`config.mk`:
```
export PLATFORM = sky130hd
export DESIGN_NAME = regfile_port_ctrl
export DESIGN_NICKNAME = d
export VERILOG_FILES = /design/src/rtl/regfile_port_ctrl_pkg.sv /design/src/rtl/regfile_rd_chan.sv /design/src/rtl/regfile_port_ctrl.sv
export SDC_FILE = /design/constraint.sdc
export NUM_CORES = 1
export LEC_CHECK = 0
export BUFFER_PORTS_ARGS = -buffer_cell sky130_fd_sc_hd__buf_2
export CORE_MARGIN = 10
export CORE_UTILIZATION = 50
export CTS_BUF_LIST = sky130_fd_sc_hd__clkbuf_8 sky130_fd_sc_hd__clkbuf_16
export CTS_CLUSTER_SIZE = 20
export DETAILED_ROUTE_END_ITERATION = 8
export PLACE_DENSITY = 0.76
export RECOVER_POWER = 25
export SLEW_MARGIN = 10
export SYNTH_ARGS = -nofsm -noshare
export SYNTH_HDL_FRONTEND = slang
export SYNTH_SLANG_ARGS = --single-unit
```
`constraint.sdc`:
```
create_clock -name clk -period 2.3 [get_ports clk]
set_clock_uncertainty 0.05 [all_clocks]
set_input_delay 0.575 -clock clk [delete_from_list [all_inputs] [get_ports clk]]
set_output_delay 0.575 -clock clk [all_outputs]
set_load 0.02 [all_outputs]
```
`src/rtl/regfile_port_ctrl_pkg.sv`:
```
// Shared types and helpers for the register-file port controller.
// Holds the controller state encoding and the depth helper.
package regfile_port_ctrl_pkg;

    typedef enum logic [1:0] {
        IDLE,
        INIT,
        RUN
    } state_e;

    function automatic int unsigned depth_of(input int unsigned aw);
        return 32'd1 << aw;
    endfunction

endpackage

```
`src/rtl/regfile_rd_chan.sv`:
```
// One read client channel: handshake, read pending flag,
// write-to-read forwarding and a hold register for back-pressure.
module regfile_rd_chan #(
    parameter int ADDR_WIDTH = 8,
    parameter int DATA_WIDTH = 32
) (
    input  logic                  clk,
    input  logic                  rst_n,
    input  logic                  init_done,
    input  logic                  req_valid,
    output logic                  req_ready,
    input  logic [ADDR_WIDTH-1:0] req_addr,
    output logic                  rsp_valid,
    input  logic                  rsp_ready,
    output logic [DATA_WIDTH-1:0] rsp_data,
    input  logic [DATA_WIDTH-1:0] mem_rdata,
    input  logic                  mem_we,
    input  logic [ADDR_WIDTH-1:0] mem_waddr,
    input  logic [DATA_WIDTH-1:0] mem_wdata
);

    logic                  pend;
    logic                  fwd;
    logic [DATA_WIDTH-1:0] fwd_data;
    logic                  hold_valid;
    logic [DATA_WIDTH-1:0] hold_data;
    logic                  accept;
    logic                  stall;
    logic                  hit;

    assign stall     = pend & ~rsp_ready;
    assign req_ready = init_done & ~hold_valid & ~stall;
    assign accept    = req_valid & req_ready;
    assign hit       = mem_we & (mem_waddr == req_addr);
    assign rsp_valid = pend | hold_valid;

    // SRAM reads old data on a same-edge write, so the write is forwarded
    always_comb begin
        rsp_data = mem_rdata;
        unique case (1'b1)
            hold_valid: rsp_data = hold_data;
            fwd:        rsp_data = fwd_data;
            default:    rsp_data = mem_rdata;
        endcase
    end

    always_ff @(posedge clk or negedge rst_n) begin
        if (!rst_n) begin
            pend       <= 1'b0;
            fwd        <= 1'b0;
            fwd_data   <= '0;
            hold_valid <= 1'b0;
            hold_data  <= '0;
        end else begin
            pend <= accept;
            if (accept) begin
                fwd      <= hit;
                fwd_data <= mem_wdata;
            end
            if (stall) begin
                hold_valid <= 1'b1;
                hold_data  <= rsp_data;
            end else if (hold_valid && rsp_ready) begin
                hold_valid <= 1'b0;
            end
        end
    end

endmodule

```
`src/rtl/regfile_port_ctrl.sv`:
```
// Client-side controller for a 2R/1W registered-read SRAM.
// Sweeps the array to INIT_VALUE, then serves one writer and two readers.
module regfile_port_ctrl #(
    parameter int                    ADDR_WIDTH = 8,
    parameter int                    DATA_WIDTH = 32,
    parameter logic [DATA_WIDTH-1:0] INIT_VALUE = '0
) (
    input  logic                  clk,
    input  logic                  rst_n,
    output logic                  init_done,
    input  logic                  wr_valid,
    output logic                  wr_ready,
    input  logic [ADDR_WIDTH-1:0] wr_addr,
    input  logic [DATA_WIDTH-1:0] wr_data,
    input  logic                  rd0_req_valid,
    output logic                  rd0_req_ready,
    input  logic [ADDR_WIDTH-1:0] rd0_req_addr,
    output logic                  rd0_rsp_valid,
    input  logic                  rd0_rsp_ready,
    output logic [DATA_WIDTH-1:0] rd0_rsp_data,
    input  logic                  rd1_req_valid,
    output logic                  rd1_req_ready,
    input  logic [ADDR_WIDTH-1:0] rd1_req_addr,
    output logic                  rd1_rsp_valid,
    input  logic                  rd1_rsp_ready,
    output logic [DATA_WIDTH-1:0] rd1_rsp_data,
    output logic [ADDR_WIDTH-1:0] mem_raddr,
    output logic [ADDR_WIDTH-1:0] mem_raddr2,
    input  logic [DATA_WIDTH-1:0] mem_rdata,
    input  logic [DATA_WIDTH-1:0] mem_rdata2,
    output logic                  mem_we,
    output logic [ADDR_WIDTH-1:0] mem_waddr,
    output logic [DATA_WIDTH-1:0] mem_wdata
);

    import regfile_port_ctrl_pkg::*;

    localparam int unsigned DEPTH = depth_of(ADDR_WIDTH);
    localparam logic [ADDR_WIDTH-1:0] LAST = ADDR_WIDTH'(DEPTH - 1);

    state_e                state;
    logic [ADDR_WIDTH-1:0] cnt;

    always_ff @(posedge clk or negedge rst_n) begin
        if (!rst_n) begin
            state <= IDLE;
            cnt   <= '0;
        end else begin
            unique case (state)
                IDLE: begin
                    state <= INIT;
                    cnt   <= '0;
                end
                INIT: begin
                    cnt <= cnt + ADDR_WIDTH'(1);
                    if (cnt == LAST) state <= RUN;
                end
                RUN:     state <= RUN;
                default: state <= IDLE;
            endcase
        end
    end

    assign init_done = (state == RUN);
    assign wr_ready  = init_done;

    always_comb begin
        mem_we    = 1'b0;
        mem_waddr = wr_addr;
        mem_wdata = wr_data;
        unique case (state)
            INIT: begin
                mem_we    = 1'b1;
                mem_waddr = cnt;
                mem_wdata = INIT_VALUE;
            end
            RUN:     mem_we = wr_valid;
            default: mem_we = 1'b0;
        endcase
    end

    assign mem_raddr  = rd0_req_addr;
    assign mem_raddr2 = rd1_req_addr;

    regfile_rd_chan #(
        .ADDR_WIDTH(ADDR_WIDTH),
        .DATA_WIDTH(DATA_WIDTH)
    ) u_rd0 (
        .clk      (clk),
        .rst_n    (rst_n),
        .init_done(init_done),
        .req_valid(rd0_req_valid),
        .req_ready(rd0_req_ready),
        .req_addr (rd0_req_addr),
        .rsp_valid(rd0_rsp_valid),
        .rsp_ready(rd0_rsp_ready),
        .rsp_data (rd0_rsp_data),
        .mem_rdata(mem_rdata),
        .mem_we   (mem_we),
        .mem_waddr(mem_waddr),
        .mem_wdata(mem_wdata)
    );

    regfile_rd_chan #(
        .ADDR_WIDTH(ADDR_WIDTH),
        .DATA_WIDTH(DATA_WIDTH)
    ) u_rd1 (
        .clk      (clk),
        .rst_n    (rst_n),
        .init_done(init_done),
        .req_valid(rd1_req_valid),
        .req_ready(rd1_req_ready),
        .req_addr (rd1_req_addr),
        .rsp_valid(rd1_rsp_valid),
        .rsp_ready(rd1_rsp_ready),
        .rsp_data (rd1_rsp_data),
        .mem_rdata(mem_rdata2),
        .mem_we   (mem_we),
        .mem_waddr(mem_waddr),
        .mem_wdata(mem_wdata)
    );

endmodule

```
==> Word level (Yosys, flattened, before mapping) <==
Cells that the tools add are included.
{ "word_totals": {"register_bits": 144, "input_bits": 127, "output_inout_bits": 127, "wordCells": 55} }
{ "op_classes": {"add_sub_neg": 1, "reduce_logical": 6, "eq_ne": 6, "mux": 12, "n_bitwise": 18} }
{ "op_table": {"columns": ["operator", "count"], "rows": [
  ["32-bit case mux with 2 select lines", 2],
  ["32-bit 2-to-1 mux", 1],
  ["8-bit == test", 2],
  ["8-bit case mux with 2 select lines", 1],
  ["1-bit bitwise AND", 10],
  ["8-bit by 1-bit adder with 8-bit output (second input constant)", 1],
  ["8-bit == test (second input constant)", 1],
  ["8-bit 2-to-1 mux", 1],
  ["1-bit NOT", 6],
  ["2-bit case mux with 3 select lines", 1],
  ["2-bit nonzero test", 3],
  ["1-bit 2-to-1 mux", 4],
  ["2-bit by 1-bit == test with 1-bit output (second input constant)", 1],
  ["2-bit == test (second input constant)", 1],
  ["1-bit logical AND", 2],
  ["2-bit zero test", 1],
  ["2-bit 2-to-1 mux", 1],
  ["2-bit != test (second input constant)", 1],
  ["1-bit OR", 2],
  ["1-bit case mux with 2 select lines", 1]
]} }

==> Longest topological paths before layout <==
{ "depth": {"ltp_word": 5, "depth_mapped": 9, "mapped_depth_nobuf": 7} }

==> Cells and area by module <==
Synthesis repeated with hierarchy kept, for this count alone.
{ "hier_totals": {"hier_cells": 648, "hier_area_um2": 7482.2} }
{ "modules_own_cells": {"columns": ["mod", "area_per_inst_um2", "seq_area_each_um2", "cells_each", "instances"], "rows": [
  ["regfile_rd_chan", 3238.1, 1676.6, 265, 2],
  ["regfile_port_ctrl", 1006.0, 250.2, 118, 1]
]} }

==> Worst setup path before layout <==
No wires, ideal clock.
{ "synth_path": {"path_type": "flip-flop to output port", "from": "reg state[1]", "to": "out mem_wdata[31]", "path_buffers": 3, "t_arrival_ns": 1.433, "path_slack_ns": 0.242, "required_time_ns": 1.675, "stages_incl_launch_ff": 8, "cell_sequence": "dfrtp_1 inv_1 ha_1 buf_6 clkbuf_1 clkbuf_1 nand2b_1 inv_1"} }
{ "synth_via": {"elab_chain_cells": 2} }
{ "synth_lines": {"columns": ["item", "line", "text"], "rows": [
  ["start: declaration", "regfile_port_ctrl.sv:41", "state_e state;"],
  ["start signal: assignment", "regfile_port_ctrl.sv:46", "state <= IDLE;"],
  ["start signal: assignment", "regfile_port_ctrl.sv:51", "state <= INIT;"],
  ["start signal: assignment", "regfile_port_ctrl.sv:56", "if (cnt == LAST) state <= RUN;"],
  ["2-bit by 1-bit == test with 1-bit output", "regfile_port_ctrl.sv:71", "unique case (state)"],
  ["32-bit 2-to-1 mux", "regfile_port_ctrl.sv:71", null],
  ["end: declaration", "regfile_port_ctrl.sv:33", "output logic [DATA_WIDTH-1:0] mem_wdata"]
]} }
Every way passes these cells.

==> Final worst setup path <==
{ "layout_path": {"from": "reg state[1]", "to": "reg u_rd0.fwd"} }
{ "layout_via": {"elab_chain_cells": 4, "word_cells_on_any_way": 9, "cone_classes": "eq/ne: 3; mux: 2; bitwise: 4"} }
{ "layout_lines": {"columns": ["item", "line", "text"], "rows": [
  ["2-bit by 1-bit == test with 1-bit output or 2-bit == test (tied branches)", "regfile_port_ctrl.sv:71, regfile_port_ctrl.sv:64", null],
  ["8-bit 2-to-1 mux or 1-bit bitwise AND (tied branches)", "regfile_port_ctrl.sv:71, regfile_rd_chan.sv:32", null],
  ["8-bit == test or 1-bit bitwise AND (tied branches)", "regfile_rd_chan.sv:34, regfile_rd_chan.sv:32", null],
  ["1-bit bitwise AND (on tied branches)", "regfile_rd_chan.sv:34, regfile_rd_chan.sv:33", null],
  ["end signal: assignment", "regfile_rd_chan.sv:57", "fwd <= hit;"],
  ["end: declaration", "regfile_rd_chan.sv:23", "logic fwd;"]
]} }
Several ways; a longest one is shown, not always the timed one.
A chain may end at the register's enable or synchronous reset.

==> metrics.md <==
| Metric | Value |
|---|---|
| Cell Area, Synth | `approximately 7200 µm²` |
| F_max | `~420 MHz` |
| Post-synth net total | `892` |
| Antenna violations before repair | `1` |
| Crit-path cells | `inv_2 > ha_4 > buf_12 > mux2i_4 > buf_4 > buf_4 > xnor2_1 > nor4_1 > nand4_1 > o21ai_1` |
| Min-Delay Path Class | `in -> reg` |
| Area share of the largest cell type after synthesis | `50.1%` |
| Post-synth EDFFs | `0` |
| Drt first pass iters | `5` |
| CP required | `between 2000 and 3000 ps` |
| Slew HR | `about a quarter` |
| Ys async rst share | `100%` |
| CTS sink count | `144` |
| CTS HTree Levels | `4` |
| Compound-Gate Fraction of Synth Area | `12.0%` |
| Hold path cells | `2` |
| Clock latency on the worst-skew pair | `420 ps` |
| CP Max Fanout | `6` |
| Initial core utilization | `51.4%` |
| GR Util met1 | `between 20% and 30%` |
| Post-layout net count | `1143` |
| Distinct cells, synth | `28` |
| Synthesized instance count | `761` |
| Flop-to-flop setup slack | `-100 ps` |
| Hold buffer count at CTS | `0` |
| Gpl congestion | `0.891` |
| Critical R2R Capture | `u_rd0.fwd$_DFFE_PN0P_` |
| Final Cycle Share | `105%` |
| # setup viols final | `32` |
| Startpoint Class | `register` |
| Xor and xnor fraction of the mapped netlist area | `2.32%` |
| Top-count cell post-synth | `nand2_1` |
| Largest net degree at the start of global routing | `50` |
| Layout cell share with drive strength beyond 1 | `45.2%` |
| Cell taking the most area after synthesis | `dfrtp_1` |
| Area grow syn2layout | `39.0%` |
| Ys Warns | `0` |
| Fin Hold WS | `268 ps` |
| Max IR drop VDD | `0.531 mV` |
| Clk buf depth | `2` |
| Synth area leaders | `dfrtp_1 50%, nand2_1 11%, mux2_2 10%` |
| Rows | `43` |
| Final slew viol count | `0` |
| Max-Cap Viols | `0` |
| Root buffer cell | `clkbuf_16` |
| R2r startpoint | `state[1]$_DFFE_PN0P_` |
| Simple-gate share of the synthesized area | `16.1%` |
| FILL cells | `998` |
| Inst Count DP | `1152` |
| Std-Cell Core Area | `~14000 µm²` |
| Largest family of logic cells by synthesized area | `simple AND/OR/NAND/NOR gates` |
| DR vias | `~6.7k` |
| Hold_sp | `rd1_rsp_ready` |
| Cts bufs inserted | `17` |
| Post-synthesis sequential area ratio | `50.1%` |
| Crit-path max cell delay | `approximately 400 ps` |
| Worst Tran Pin Value | `1130 ps` |
| Pleak | `5.70 nW` |
| Die area | `19600 µm²` |
| Setup TNS | `-1400 ps` |
| Pwr dens | `594 nW/µm²` |
| RSZ-0062 raised after global routing | `true` |
| Top_reg_cell synth | `dfrtp_1` |
| Post-DRT Antenna Nets | `0` |
| Fin. Hold Viols | `0` |
| GRT Util Overall | `23.5%` |
| Synth Area in Adders | `0.696%` |
| WHS Endpoint | `u_rd1.hold_valid$_DFFE_PN0P_` |
| Die height | `140 µm` |
| Clk slew on worst S/H paths | `60 ps` |
| Post-route setup slack | `-105 ps` |
| Failing checks | `setup timing` |
| Most used cell along the critical path | `buf_4` |
| Worst Reg-to-Reg Cells | `10` |
| Total wire length | `around 26 mm` |
| Global route overflow | `0` |
| Gr busiest metal | `met2` |
| Wire length per cell | `roughly 21 µm` |
| Starting DRT DRC Count | `~500` |
| Register bit total from synthesis | `144` |
| DRC errors left | `0` |
| Post-Layout Cell Count | `1206` |
| Synth top cells by count | `205 x nand2_1, 144 x dfrtp_1, 67 x o21ai_0` |
| CTS tree | `done` |
| Minimum clock period | `2400 ps` |
| Global-route wire length before repair | `36.8 mm` |
| Hpwl dp | `16.5 mm` |
| # port buffers | `253` |
| Avg Inst Size Synth | `9.44 µm²` |
| Met2 GRT Util | `40.1%` |
| Met3 Track Usage GR | `between 7 and 8%` |
| I/O pins | `254` |
| CP max stage cell | `dfrtp_1` |
| Mux contribution to synthesized area | `11.6%` |
| Number of global-route vias before repair | `6690` |
| Critical path capture point type | `register` |
| DIE WIDTH | `between 100 and 150 µm` |
| Critical path class | `reg -> reg` |
| Util after Layout | `71.4%` |
| Status | `finished with violations` |
| CP arrival | `2700 ps` |
| Vias/cell | `5.53` |
[metrics by stage]
step	power, W	worst slack [ps]	area (µm²)
4_1_cts	0.00595	-95.6	9560
3_3_place_gp	0.00302	290	8600
6_report	0.00593	-105	9990
3_5_place_dp	0.00302	210	8600
2_1_floorplan	0.00277	242	7190
5_1_grt	0.00611	-142	9990
[metal layers]
layer	up-vias	wire, µm
met2	304	13200
met5	-	0
met3	53	2160
li1	3049	-
met1	3263	9520
met4	0	673
[layout make-up]
type | instances | area [µm²] | area share [%]
inverters | 44 | 165 | 1.65
well taps | 180 | 225 | 2.25
clock buffers | 20 | 467 | 4.67
diodes | 1 | 2.50 | 0.0251
flip-flops and latches | 144 | 3600 | 36.1
multi-input cells | 506 | 3430 | 34.3
clock inverters | 12 | 164 | 1.64
repair buffers | 299 | 1940 | 19.4
[sequential cells by signal, indices dropped and copies added (netlist names)]
register and flops:
u_rd0.fwd_data 32, u_rd0.fwd 1, u_rd1.pend 1, u_rd1.hold_valid 1, u_rd1.fwd 1, u_rd1.hold_data 32
u_rd1.fwd_data 32, u_rd0.pend 1, u_rd0.hold_valid 1, state 2, cnt 8, u_rd0.hold_data 32
[where the power goes]
part	internal, W	switching [W]
combinational	0.000165	0.000294
clock	0.00189	0.00105
sequential	0.00253	0
[critical path, delay by kind of cell (launching register included)]
kind	cells	cell delay, ps
AOI/OAI and AO/OA	1	170
xor gates and xnor gates	1	100
adders and majority gates	1	210
buffers and inverters	4	520
DFF	1	400
muxes	1	250
and+or+nand+nor	2	630
[kinds of logic (layout without fill, tap and decap cells)]
kind of cell	after synthesis	in the layout
AO/OA/AOI/OAI	140	140
multiplexers	74	74
AND/OR/NAND/NOR	269	269
flip-flops	144	144
buffers and inverters	111	375
XOR/XNOR	19	19
other	0	1
adder cells (fa/ha/maj)	4	4
[how the worst max path moves through the flow]
stage,startpoint,endpoint,slack (ps),depth (start not counted)
2_1_floorplan,state[1]$_DFFE_PN0P_,mem_wdata[31],240,7
3_3_place_gp,state[1]$_DFFE_PN0P_,mem_waddr[7],290,6
3_5_place_dp,state[1]$_DFFE_PN0P_,u_rd1.fwd$_DFFE_PN0P_,210,8
4_1_cts,state[1]$_DFFE_PN0P_,mem_waddr[6],-100,6
5_1_grt,state[1]$_DFFE_PN0P_,u_rd0.fwd$_DFFE_PN0P_,-140,10
6_report,state[1]$_DFFE_PN0P_,u_rd0.fwd$_DFFE_PN0P_,-100,10
[what timing repair did]
action	in CTS	in global routing
setup buffers	9	7
endpoints found under the setup margin	44	86
gates cloned	2	3
gates resized for setup	41	91
pin swaps	0	2
[cells in the final DEF, fill, tap and decap left out, types with 3 or more instances in the layout]
cell type,instances
bufinv_16,4
inv_2,18
nand2b_2,3
nand2_1,200
nand2b_1,10
inv_1,27
xor2_1,4
buf_2,223
nand4_1,4
nand3_1,5
clkbuf_16,19
a22oi_1,64
buf_6,24
xnor2_1,15
dfrtp_1,144
o21ai_0,67
buf_4,37
o21ai_1,8
mux2_2,64
clkinv_2,5
mux2i_4,8
buf_12,7
clkbuf_8,3
nand2b_4,27
nand2_2,5
No activity file was read; power rests on OpenSTA's default activity.
